[src/rtl/cache_pkg.sv]
// Shared types and constants for the cache miss-fill controller.
//
// Contents:
//   fill_state_t    - controller state encoding (IDLE, FILL, CLEAR)
//   BLOCK_BYTES     - bytes per cache block
//   WORDS_PER_BLOCK - 16-bit words per cache block
//   OFFSET_W        - width of a word offset inside a block
//   CNT_W           - width of the request/response counters (counts 0..8)
package cache_pkg;

    typedef enum logic [1:0] {
        IDLE  = 2'd0,
        FILL  = 2'd1,
        CLEAR = 2'd2
    } fill_state_t;

    localparam int BLOCK_BYTES     = 16;
    localparam int WORDS_PER_BLOCK = 8;
    localparam int OFFSET_W        = 3;
    localparam int CNT_W           = 4;

endpackage

[src/rtl/fill_counter.sv]
// Word counter used by the fill controller, once for issued requests and
// once for received words.
//
// Ports:
//   clk, rst_n  - clock, asynchronous active-low reset
//   clr         - synchronous clear to 0 (wins over en)
//   en          - count up by one; the counter holds at WORDS_PER_BLOCK
//   crit        - critical word offset (only with CACHE_FILL_CRITICAL_FIRST_EN)
//   count       - current count, 0..WORDS_PER_BLOCK
//   order       - word offset inside the block for the current count
//
// Build option: CACHE_FILL_CRITICAL_FIRST_EN rotates the word order so the
// sequence starts at crit and wraps within the block.
module fill_counter
    import cache_pkg::*;
(
    input  logic                clk,
    input  logic                rst_n,
    input  logic                clr,
    input  logic                en,
`ifdef CACHE_FILL_CRITICAL_FIRST_EN
    input  logic [OFFSET_W-1:0] crit,
`endif
    output logic [CNT_W-1:0]    count,
    output logic [OFFSET_W-1:0] order
);

    logic [CNT_W-1:0] count_q;
    logic [CNT_W-1:0] count_d;

    always_comb begin
        count_d = count_q;
        if (clr) begin
            count_d = '0;
        end else if (en && (count_q < CNT_W'(WORDS_PER_BLOCK))) begin
            count_d = count_q + 1'b1;
        end
    end

    always_ff @(posedge clk or negedge rst_n) begin
        if (!rst_n) begin
            count_q <= '0;
        end else begin
            count_q <= count_d;
        end
    end

    assign count = count_q;

`ifdef CACHE_FILL_CRITICAL_FIRST_EN
    // 3-bit add wraps naturally inside the block.
    assign order = crit + count_q[OFFSET_W-1:0];
`else
    assign order = count_q[OFFSET_W-1:0];
`endif

endmodule

[src/rtl/cache_fill_fsm.sv]
// Cache miss-fill controller. On a miss it reads the whole 16-byte block from
// pipelined main memory as eight 16-bit words, one request per cycle, writes
// each returned word into the data array and writes the tag array together
// with the last word. The core stalls while fsm_busy is high.
//
// Ports:
//   clk, rst_n         - clock, asynchronous active-low reset
//   miss_detected      - cache miss (level, held until the tag is written)
//   miss_address       - byte address of the missing access
//   memory_data        - read data returned by memory
//   memory_data_valid  - memory_data valid this cycle
//   fsm_busy           - fill in progress (registered)
//   memory_en          - read request this cycle (registered)
//   memory_address     - request byte address (registered)
//   write_data_array   - data-array word write enable (combinational)
//   cache_word_sel     - word offset being written (combinational)
//   cache_data         - word being written, straight from memory_data
//   write_tag_array    - tag/valid write pulse (combinational)
//   fill_done          - fill completion pulse, same cycle as write_tag_array
//
// Build option: CACHE_FILL_CRITICAL_FIRST_EN fetches and writes the missing
// word first and wraps through the rest of the block.
module cache_fill_fsm #(
    parameter int ADDR_W          = 16,
    parameter int WORDS_PER_BLOCK = 8
) (
    input  logic              clk,
    input  logic              rst_n,
    input  logic              miss_detected,
    input  logic [ADDR_W-1:0] miss_address,
    input  logic [15:0]       memory_data,
    input  logic              memory_data_valid,
    output logic              fsm_busy,
    output logic              memory_en,
    output logic [ADDR_W-1:0] memory_address,
    output logic              write_data_array,
    output logic [2:0]        cache_word_sel,
    output logic [15:0]       cache_data,
    output logic              write_tag_array,
    output logic              fill_done
);

    import cache_pkg::*;

    fill_state_t state_q;
    fill_state_t state_d;

    logic [ADDR_W-1:0]   base_q;
    logic [ADDR_W-1:0]   base_d;

    logic                fill_start;
    logic [CNT_W-1:0]    req_cnt;
    logic [OFFSET_W-1:0] req_order;
    logic [CNT_W-1:0]    rcv_cnt;
    logic [OFFSET_W-1:0] rcv_order;
    logic                last_word;

    // Low address bits only matter for the critical word, if at all.
    logic                unused_addr_bits;
    assign unused_addr_bits = ^miss_address[3:0];

`ifdef CACHE_FILL_CRITICAL_FIRST_EN
    logic [OFFSET_W-1:0] crit_q;
    logic [OFFSET_W-1:0] crit_d;
`endif

    // The counters are cleared whenever a miss is seen in IDLE, which is
    // exactly the cycle the fill is accepted.
    assign fill_start = (state_q == IDLE) && miss_detected;

    fill_counter u_req_cnt (
        .clk   (clk),
        .rst_n (rst_n),
        .clr   (fill_start),
        .en    (memory_en),
`ifdef CACHE_FILL_CRITICAL_FIRST_EN
        .crit  (crit_q),
`endif
        .count (req_cnt),
        .order (req_order)
    );

    fill_counter u_rcv_cnt (
        .clk   (clk),
        .rst_n (rst_n),
        .clr   (fill_start),
        .en    (write_data_array),
`ifdef CACHE_FILL_CRITICAL_FIRST_EN
        .crit  (crit_q),
`endif
        .count (rcv_cnt),
        .order (rcv_order)
    );

    // Response side: every valid in FILL up to the eighth is a word write.
    always_comb begin
        write_data_array = 1'b0;
        cache_word_sel   = '0;
        last_word        = 1'b0;
        if ((state_q == FILL) && memory_data_valid &&
            (rcv_cnt < CNT_W'(WORDS_PER_BLOCK))) begin
            write_data_array = 1'b1;
            cache_word_sel   = rcv_order;
            last_word        = (rcv_cnt == CNT_W'(WORDS_PER_BLOCK - 1));
        end
    end

    assign write_tag_array = last_word;
    assign fill_done       = last_word;
    assign cache_data      = memory_data;

    // Request side is driven from registers only.
    assign fsm_busy       = (state_q != IDLE);
    assign memory_en      = (state_q == FILL) &&
                            (req_cnt < CNT_W'(WORDS_PER_BLOCK));
    assign memory_address = base_q + ADDR_W'({req_order, 1'b0});

    always_comb begin
        state_d = state_q;
        base_d  = base_q;
`ifdef CACHE_FILL_CRITICAL_FIRST_EN
        crit_d  = crit_q;
`endif
        case (state_q)
            IDLE: begin
                if (miss_detected) begin
                    state_d = FILL;
                    base_d  = {miss_address[ADDR_W-1:4], 4'b0000};
`ifdef CACHE_FILL_CRITICAL_FIRST_EN
                    crit_d  = miss_address[3:1];
`endif
                end
            end
            FILL: begin
                if (last_word) begin
                    state_d = CLEAR;
                end
            end
            // One dead cycle so the cache's registered miss can drop before
            // the controller looks at it again.
            CLEAR: begin
                state_d = IDLE;
            end
            default: begin
                state_d = IDLE;
            end
        endcase
    end

    always_ff @(posedge clk or negedge rst_n) begin
        if (!rst_n) begin
            state_q <= IDLE;
            base_q  <= '0;
`ifdef CACHE_FILL_CRITICAL_FIRST_EN
            crit_q  <= '0;
`endif
        end else begin
            state_q <= state_d;
            base_q  <= base_d;
`ifdef CACHE_FILL_CRITICAL_FIRST_EN
            crit_q  <= crit_d;
`endif
        end
    end

endmodule

[config.mk]
export PLATFORM = sky130hd
export DESIGN_NAME = cache_fill_fsm
export DESIGN_NICKNAME = d
export VERILOG_FILES = /design/src/rtl/cache_pkg.sv /design/src/rtl/fill_counter.sv /design/src/rtl/cache_fill_fsm.sv
export SDC_FILE = /design/constraint.sdc
export NUM_CORES = 1
export LEC_CHECK = 0
export CELL_PAD_IN_SITES_DETAIL_PLACEMENT = 0
export CELL_PAD_IN_SITES_GLOBAL_PLACEMENT = 2
export CORE_UTILIZATION = 21
export CTS_CLUSTER_SIZE = 20
export DETAILED_ROUTE_END_ITERATION = 10
export GPL_ROUTABILITY_DRIVEN = 1
export GPL_TIMING_DRIVEN = 1
export PLACE_DENSITY = 0.81
export SYNTH_ARGS = -nofsm -noshare
export SYNTH_HDL_FRONTEND = slang
export SYNTH_SLANG_ARGS = --single-unit
[constraint.sdc]
create_clock -name clk -period 3 [get_ports clk]
set_input_delay 0.3 -clock clk [delete_from_list [all_inputs] [get_ports clk]]
set_output_delay 0.3 -clock clk [all_outputs]
set_load 0.02 [all_outputs]
==> out/qor.csv, run 1 <==
stage;metric;value;unit
status;status;completed;
clock_tree;clockBufferDepth;2;
clock_tree;clk_latency;0.25;ns
clock_tree;root_buffer;clkbuf_8;
floorplan;rows;26;
placement;place_area;0.00141;mm²
synthesis;ys_types;25;
timing;setup_slack;0.626;ns
pwr;max-vdd-ir-drop;337;µV
floorplan;core;0.00514;mm²
drt;drt_pass1_iterations;2;
timing;maxSlewViolCount;0;
placement;gp_congestion;0.604;
clock_tree;path_clk_slew;0.08;ns
timing;clock.fmax;0.421;GHz
clock_tree;cts_setup_buffers;0;
floorplan;die_y;75.1;µm
global_route;antenna_found_initial;0;
global_route;grt_util_met2;0.137;
synthesis;ys_seq_area_frac;0.491;
synthesis;ys_ff_latch;22;
worst_setup_path;cp_max_fo;10;
drt;wirelength;2090;µm
placement;place_hpwl;1590;µm
timing;report.final.hold_viol_count;0;
timing;setup_viol;0;
run;maxCapViolCount;0;
drt;vias;690;
worst_setup_path;critPathMaxStageDelay;0.60;ns
synthesis;synth_area;0.00112;mm²
timing;post-route-period-util;0.791;
global_route;grt_overflow;0;
global_route;grt_max_degree;23;
global_route;grt_use_total;0.0795;
placement;port_buffers;38;
timing;worstMarginPinSlew;0.998;ns
drt;vias_per_cell;3.81;
synthesis;syn_nets;130;
synthesis;yosysWarnings;0;
timing;period_needed;2.37;ns
synthesis;syn_avg_cell_area;12.2;µm²
global_route;gr-usage-met1;0.0979;
drt;first_iter_violations;15;
global_route;grt_pass1_vias;751;
timing;fin_tns_setup;0;ns
synthesis;netlist_instances;92;
synthesis;synth_top_area_frac;0.491;
worst_setup_path;critPathCaptureType;primary output;
synthesis;yosys.area.top_type;dfrtp_1;
timing;skew;0.00266;ns
final_layout;syn_to_final_growth;30.9;%
worst_setup_path;slowest_stage;clkdlybuf4s50_1;
clock_tree;ctsHtreeMaxLevel;1;
final_layout;layout.nets;150;
floorplan;io_pins;76;
floorplan;start_util;0.218;
drt;drc;0;
clock_tree;cts_tree;yes;
pwr;power.density;1080;mW/mm²
final_layout;fin_area;0.00147;mm²
clock_tree;cts_hold_buffers;0;
timing;rsz0062_at_grt;false;
placement;place_ws;0.683;ns
worst_setup_path;worstPathRequired;2.70;ns
timing;maxSlewHeadroom;0.332;
global_route;busiest_layer;met2;
drt;antenna_left;0;
worst_setup_path;crit_chain;and4bb_1 > and3_4 > clkdlybuf4s50_1;
pwr;leakagePower;0.597;nW
clock_tree;numCtsBuffers;3;
clock_tree;cts-resized-gates;0;
global_route;grt_first_pass_wirelength;3470;µm
clock_tree;cts.sinks;22;
floorplan;die_w;75.1;µm
global_route;grt_use_met3;0.0228;
worst_setup_path;criticalPathCategory;reg -> out;
worst_setup_path;crit_path_start_kind;flip-flop;
final_layout;antenna_cells;0;
synthesis;yosys-top-cells-area;dfrtp_1 49%, buf_4 15%, mux2_2 8.0%;
final_layout;drive_gt1_frac;0.162;
min_path;hold_class;reg -> reg;
worst_setup_path;worstPathArrival;2.07;ns
drt;routedWlPerCell;11.6;µm
floorplan;die_area;0.00564;mm²
## path summary, 6_finish.rpt
| path | to | slack, ns | startpoint | cells after the start |
|---|---|---|---|---|
| worst min-delay path | base_q[15] | 0.50 | base_q[15] | 1 |
| worst max-delay path | fill_done | 0.63 | state_q[1] | 3 |
| max in group asynchronous | u_req_cnt.count[1] | 1.81 | rst_n | 1 |
| worst min register to register | base_q[15] | 0.50 | base_q[15] | 1 |
| min in group asynchronous | base_q[11] | 0.59 | rst_n | 1 |
| worst max register to register | base_q[5] | 1.45 | state_q[1] | 3 |
## cells in the final DEF, fill, tap and decap left out
cell type,netlist,routed
mux2_2,8,8
clkdlybuf4s50_1,0,38
mux2i_1,3,3
o21ai_0,1,1
a21oi_1,1,1
a41oi_1,2,2
and4bb_1,1,1
and2_1,3,3
nand2_1,1,1
nand2b_4,1,1
conb_1,1,1
nor3b_2,1,1
mux2_1,4,4
ha_1,2,2
nor2_4,1,1
and3_1,1,1
nor3_1,1,1
dfrtp_1,22,22
clkbuf_8,0,4
and4bb_2,1,1
or2_2,1,1
and3_4,1,1
nor2_1,8,8
xnor2_1,3,3
inv_1,1,1
## registers in the layout (all words and copies together) (netlist names)
register         cells
base_q              12
u_rcv_cnt.count      4
u_req_cnt.count      4
state_q              2
## cell usage after synthesis, drive strengths merged
| master | number |
|---|---|
| buf | 23 |
| dfrtp | 22 |
| mux2 | 12 |
| nor2 | 9 |
| and2 | 3 |
| mux2i | 3 |
| xnor2 | 3 |
| a41oi | 2 |
| and3 | 2 |
| and4bb | 2 |
| ha | 2 |
| a21oi | 1 |
| conb | 1 |
| inv | 1 |
| nand2 | 1 |
| nand2b | 1 |
| nor3 | 1 |
| nor3b | 1 |
| o21ai | 1 |
| or2 | 1 |
## stage by stage
stage	utilization	std cells	total power, mW	hold WS [ns]
after floorplan	-	92	1.10	0.00441
after global placement	0.275	177	1.38	0.467
after detailed placement	0.275	177	1.40	0.487
after CTS	0.286	181	1.62	0.507
after global routing	0.286	181	1.71	0.531
final	0.286	181	1.59	0.496
## critical path: cells and delay by family (launching register included)
family	cells	cell delay, ns
simple gates	2	0.76
buf+inv	1	0.60
flops	1	0.46
## final cells by class
cell class                 count  area (µm²)
inverter                       1        3.75
multi-input combinational     46         392
tap                           70        87.6
sequential                    22         551
fill                         570        3670
timing repair buffer          38         380
clock buffer                   4        55.1
## per-layer routing
layer / part of all wire / vias up
met5: 0 / -
met2: 0.49 / 27
li1: - / 323
met3: 0.084 / 2
met1: 0.42 / 338
met4: 0.0019 / 0
## cells by family after synthesis
logic type / share of synthesized area
and+or+nand+nor: 0.128
buffers and inverters: 0.161
adders and majority gates: 0.0223
AOI/OAI and AO/OA: 0.0245
xor gates and xnor gates: 0.0234
other: 0.00334
DFF: 0.491
muxes: 0.147
## power by group
group          switching [mW]  internal [mW]  total, mW
registers               0.116          0.445      0.560
logic                   0.386          0.439      0.825
clock network          0.0897          0.117      0.206
Note: power is estimated with default switching activity, not from simulation.
==> inputs of run 2 (changes only) <==
--- a/config.mk
+++ b/config.mk
@@ -7,12 +7,12 @@
 export LEC_CHECK = 0
 export CELL_PAD_IN_SITES_DETAIL_PLACEMENT = 0
 export CELL_PAD_IN_SITES_GLOBAL_PLACEMENT = 2
-export CORE_UTILIZATION = 21
+export CORE_UTILIZATION = 20
 export CTS_CLUSTER_SIZE = 20
 export DETAILED_ROUTE_END_ITERATION = 10
 export GPL_ROUTABILITY_DRIVEN = 1
 export GPL_TIMING_DRIVEN = 1
-export PLACE_DENSITY = 0.81
+export PLACE_DENSITY = 0.77
 export SYNTH_ARGS = -nofsm -noshare
 export SYNTH_HDL_FRONTEND = slang
 export SYNTH_SLANG_ARGS = --single-unit
==> constraint.sdc (replaced) <==
create_clock -name clk -period 2.2 [get_ports clk]
set_input_delay 0.22 -clock clk [delete_from_list [all_inputs] [get_ports clk]]
set_output_delay 0.22 -clock clk [all_outputs]
set_load 0.02 [all_outputs]
==> run 2 against run 1 <==
Against the previous run:
- non-clock buffer count increased by 2
- via count increased by 2.8%
- hold slack got worse by 0.18 ns
- sequential share of layout area decreased by 0.074 points
- clock power increased by 19%
- routed wire length increased by 3.2%
- flip-flop and latch count unchanged
- clock skew about the same
- cell count increased by 0.55%
- critical path depth unchanged
- first-iteration DRC count decreased by 27%
==> out/qor.csv, run 2 (synthesis gave the netlist of run 1 again) <==
stage;metric;value;unit;change
floorplan;core;0.00527;mm²;+2.5%
global_route;grt_pass1_vias;746;;-0.67%
worst_setup_path;r2r-start;state_q[1];;
final_layout;layout_common_cells;38 x clkdlybuf4s50_1, 21 x dfrtp_1, 8 x nor2_1, 8 x mux2_2, 4 x mux2_1;;
drt;routedWlPerCell;11.9;µm;+2.6%
worst_setup_path;critPathCaptureType;primary output;;
worst_setup_path;criticalPathCategory;reg -> out;;
global_route;grt_use_total;0.0752;;-0.00428
worst_setup_path;worstPathRequired;1.98;ns;-0.72 ns
timing;fin_tns_setup;0;ns;unchanged
worst_setup_path;crit_chain;and4bb_4 > and3_4 > clkdlybuf4s50_1;;
clock_tree;numCtsBuffers;3;;unchanged
final_layout;syn_to_final_growth;31.4;%;
placement;place_hpwl;1610;µm;+1.1%
drt;vias_per_cell;3.90;;+2.2%
floorplan;die_area;0.00592;mm²;+4.9%
run;maxCapViolCount;0;;unchanged
worst_setup_path;crit_buf_inv;1;;unchanged
drt;first_iter_violations;11;;-4
pwr;leakagePower;0.598;nW;+0.21%
status;status;completed;;
floorplan;io_pins;76;;unchanged
global_route;antenna_found_initial;0;;unchanged
final_layout;layout.nets;152;;+1.3%
worst_setup_path;critPathMaxStageDelay;0.60;ns;about the same
global_route;grt_max_degree;23;;unchanged
clock_tree;clockBufferDepth;2;;unchanged
timing;rsz0062_at_grt;false;;
floorplan;rows;26;;unchanged
clock_tree;cts.sinks;22;;unchanged
clock_tree;cts_setup_buffers;0;;unchanged
placement;port_buffers;38;;unchanged
final_layout;antenna_cells;0;;unchanged
pwr;max-vdd-ir-drop;497;µV;+47%
placement;gp_congestion;0.643;;+6.5%
timing;period_needed;2.10;ns;
floorplan;die_w;76.9;µm;+2.4%
drt;drc;0;;unchanged
worst_setup_path;worstPathArrival;1.88;ns;-0.19 ns
global_route;grt_first_pass_wirelength;3570;µm;+2.8%
pwr;power.density;1460;mW/mm²;+35%
clock_tree;ctsHtreeMaxLevel;1;;unchanged
worst_setup_path;cp_max_fo;7;;-3
clock_tree;cts_hold_buffers;0;;unchanged
clock_tree;clk_latency;0.25;ns;about the same
drt;drt_pass1_iterations;3;;+1
drt;antenna_left;0;;unchanged
final_layout;fin_util;0.280;;-0.00587
timing;report.final.hold_viol_count;0;;unchanged
min_path;hold_class;in -> async;;
drt;vias;709;;+2.8%
global_route;grt_overflow;0;;unchanged
final_layout;largest_register_ffs;12;;unchanged
final_layout;regMostFlops;base_q;;
worst_setup_path;crit_start;state_q[1];;
timing;maxSlewViolCount;0;;unchanged
final_layout;drive_gt1_frac;0.188;;+0.0253
worst_setup_path;crit_path_start_kind;flip-flop;;
timing;clock.fmax;0.475;GHz;
timing;setup_viol;0;;unchanged
clock_tree;path_clk_slew;0.08;ns;about the same
worst_setup_path;r2r_slack;0.65;ns;-0.80 ns
clock_tree;root_buffer;clkbuf_8;;
floorplan;die_y;76.9;µm;+2.4%
clock_tree;cts_tree;yes;;
worst_setup_path;slowest_stage;clkdlybuf4s50_1;;
timing;skew;0.00231;ns;-0.000353 ns
drt;wirelength;2160;µm;+3.2%
worst_setup_path;critical-path-top-delay-family;buffers and inverters;;
floorplan;start_util;0.213;;-0.00539
final_layout;final_common_cell;clkdlybuf4s50_1;;
timing;post-route-period-util;0.957;;
==> run 2: final cells by class <==
| cell class | instances | area, µm² |
|---|---|---|
| fill | 548 | 3790 |
| sequential | 22 | 552 |
| multi-input combinational | 46 | 395 |
| timing repair buffer | 40 | 395 |
| tap | 70 | 87.6 |
| clock buffer | 3 | 41.3 |
| inverter | 1 | 3.75 |
==> run 2: what timing repair did <==
| item | 4_1_cts | 5_1_grt |
|---|---|---|
| resized for setup | 0 | 3 |
| endpoints found under the setup margin | 0 | 5 |
| hold endpoints to repair | 0 | 0 |
==> run 2: per-stage QoR <==
stage	power, mW	worst slack (ns)	std cells	hold slack [ns]	cell area, µm²
finish	2.16	0.0953	182	0.313	1480
global route	2.30	0.00429	182	0.320	1480
floorplan	1.50	0.753	92	-0.0756	1120
CTS	2.19	0.0168	182	0.311	1470
detailed placement	1.92	0.151	179	0.440	1430
global placement	1.89	0.170	179	0.440	1430
==> run 2: final timing paths <==
check                      depth (start not counted)            endpoint
hold / removal                                     2  u_req_cnt.count[3]
setup reg to reg                                   3           base_q[4]
hold reg to reg                                    1          base_q[13]
max in group asynchronous                          2          state_q[0]
setup / recovery                                   3           fill_done
min in group clk                                   0       cache_data[0]
==> run 2: where the power goes <==
group | switching [mW] | internal, mW
clock network | 0.124 | 0.122
registers | 0.161 | 0.608
logic | 0.528 | 0.617
==> run 2: metal layers <==
layer / wire length [µm] / up-vias / GRT usage
met5: 0 / - / 0
met4: 21 / 0 / 0.0115
met3: 169 / 6 / 0.0321
met2: 1040 / 36 / 0.130
met1: 929 / 338 / 0.0868
li1: - / 329 / -
==> inputs of run 3 (changes only) <==
--- a/config.mk
+++ b/config.mk
@@ -12,7 +12,8 @@
 export DETAILED_ROUTE_END_ITERATION = 10
 export GPL_ROUTABILITY_DRIVEN = 1
 export GPL_TIMING_DRIVEN = 1
-export PLACE_DENSITY = 0.77
+export PLACE_DENSITY = 0.83
+export RECOVER_POWER = 100
 export SYNTH_ARGS = -nofsm -noshare
 export SYNTH_HDL_FRONTEND = slang
 export SYNTH_SLANG_ARGS = --single-unit
==> run 3 against run 2 <==
Against the previous run:
- clock skew down 0.00088 ns
- sequential power down 3.8%
- design area down 0.42%
- routed wire length down 2.4%
- power down 2.3%
- combinational power down 4%
- maximum frequency up 1.1%
- cell count up 1.1%
- hold slack better by 0.13 ns
- largest cell class unchanged
==> out/qor.csv, run 3 (synthesis gave the netlist of run 1 again) <==
stage;metric;value;unit;change
floorplan;die_w;76.9;µm;unchanged
floorplan;die_area;0.00592;mm²;unchanged
global_route;antenna_found_initial;0;;unchanged
clock_tree;cts_setup_buffers;0;;unchanged
global_route;grt_first_pass_wirelength;3550;µm;-0.59%
timing;setup_slack;0.117;ns;+0.0221 ns
timing;worstMarginPinSlew;1.19;ns;
global_route;busiest_layer;met2;;
drt;drt_pass1_iterations;4;;+1
drt;antenna_left;0;;unchanged
clock_tree;ctsHtreeMaxLevel;1;;unchanged
global_route;grt_use_total;0.0741;;-0.00113
clock_tree;clockBufferDepth;2;;unchanged
pwr;power.density;1440;mW/mm²;-1.8%
drt;first_iter_violations;17;;+6
clock_tree;cts.sinks;22;;unchanged
timing;skew;0.00143;ns;-0.000876 ns
timing;fin_tns_setup;0;ns;unchanged
floorplan;io_pins;76;;unchanged
final_layout;layout.nets;153;;+0.66%
final_layout;layout_common_cells;22 x dfrtp_1, 21 x dlygate4sd3_1, 16 x clkdlybuf4s50_1;;
global_route;grt_pass1_vias;752;;+0.80%
floorplan;rows;26;;unchanged
timing;rsz0062_at_grt;false;;
run;maxCapViolCount;0;;unchanged
timing;period_needed;2.08;ns;-0.0221 ns
placement;gp_congestion;0.659;;+2.5%
timing;post-route-period-util;0.947;;-0.0101
drt;drc;0;;unchanged
floorplan;core;0.00527;mm²;unchanged
clock_tree;clk_latency;0.25;ns;about the same
worst_setup_path;cp_max_fo;7;;unchanged
timing;hold_slack;0.440;ns;+0.127 ns
worst_setup_path;worstPathArrival;1.86;ns;-0.02 ns
drt;vias;715;;+0.85%
timing;maxSlewViolCount;0;;unchanged
clock_tree;cts-resized-gates;0;;unchanged
drt;routedWlPerCell;11.5;µm;-3.5%
status;status;completed;;
global_route;gr-usage-met1;0.0813;;-0.00551
timing;clock.fmax;0.480;GHz;+1.1%
pwr;p_total;2.11;mW;-2.3%
global_route;grt_util_met2;0.127;;-0.00357
pwr;max-vdd-ir-drop;482;µV;-2.9%
final_layout;antenna_cells;0;;unchanged
clock_tree;numCtsBuffers;3;;unchanged
min_path;hold_class;in -> out;;
pwr;leakagePower;0.615;nW;+2.7%
timing;setup_viol;0;;unchanged
final_layout;syn_to_final_growth;30.9;%;
floorplan;start_util;0.213;;unchanged
worst_setup_path;worstPathRequired;1.98;ns;about the same
clock_tree;root_buffer;clkbuf_8;;
final_layout;largest_register_ffs;12;;unchanged
worst_setup_path;crit_path_start_kind;flip-flop;;
placement;place_ws;0.173;ns;+0.0219 ns
clock_tree;cts_hold_buffers;0;;unchanged
global_route;grt_max_degree;23;;unchanged
floorplan;die_y;76.9;µm;unchanged
worst_setup_path;critPathCaptureType;primary output;;
final_layout;final_common_cell;dfrtp_1;;
global_route;grt_use_met3;0.0381;;+0.00595
placement;port_buffers;38;;unchanged
global_route;grt_overflow;0;;unchanged
timing;report.final.hold_viol_count;0;;unchanged
drt;vias_per_cell;3.89;;-0.25%
clock_tree;cts_tree;yes;;
timing;maxSlewHeadroom;0.204;;
final_layout;nFillCells;573;;+4.6%
drt;wirelength;2110;µm;-2.4%
placement;place_hpwl;1630;µm;+1.4%
final_layout;regMostFlops;base_q;;
worst_setup_path;criticalPathCategory;reg -> out;;
final_layout;drive_gt1_frac;0.167;;-0.0208
clock_tree;path_clk_slew;0.08;ns;about the same
## run 3: cell type report
class / instances / area [µm²] / share of cell area
Clock buffer: 4 / 55.1 / 0.0375
Tap cell: 70 / 87.6 / 0.0596
Inverter: 1 / 3.75 / 0.00256
Sequential cell: 22 / 551 / 0.375
Multi-Input combinational cell: 46 / 383 / 0.261
Timing Repair Buffer: 41 / 389 / 0.265
## run 3: critical path, cell delays in order, from the launching register on
cell	delay [ns]
dfrtp_1	0.45
and4bb_4	0.37
and2_1	0.13
dlygate4sd3_1	0.67
## run 3: power by group
part / leakage [nW] / total [mW] / internal [mW] / switching [mW]
logic: 0.322 / 1.09 / 0.546 / 0.541
registers: 0.264 / 0.740 / 0.606 / 0.134
clock network: 0.0288 / 0.284 / 0.159 / 0.124
## run 3: routing by layer
layer	share of wire	vias to the layer above
li1	-	329
met1	0.39	336
met2	0.48	42
met3	0.11	8
met4	0.0095	0
met5	0	-
## run 3: path summary, 6_finish.rpt
check,from,end,slack [ns],depth (start not counted)
worst min-delay path,memory_data[0],cache_data[0],0.44,0
max in group asynchronous,rst_n,u_req_cnt.count[1],0.77,2
min in group asynchronous,rst_n,base_q[7],0.72,2
worst max register to register,state_q[1],base_q[4],0.35,3
worst min register to register,base_q[6],base_q[6],0.49,1
worst max-delay path,state_q[1],cache_word_sel[0],0.12,3
## run 3: through the flow
| step | util | instance area, µm² | cells |
|---|---|---|---|
| CTS | 0.283 | 1490 | 184 |
| global route | 0.279 | 1470 | 184 |
| floorplan | - | 1120 | 92 |
| finish | 0.279 | 1470 | 184 |
| global placement | 0.273 | 1440 | 180 |
| detailed placement | 0.273 | 1440 | 180 |
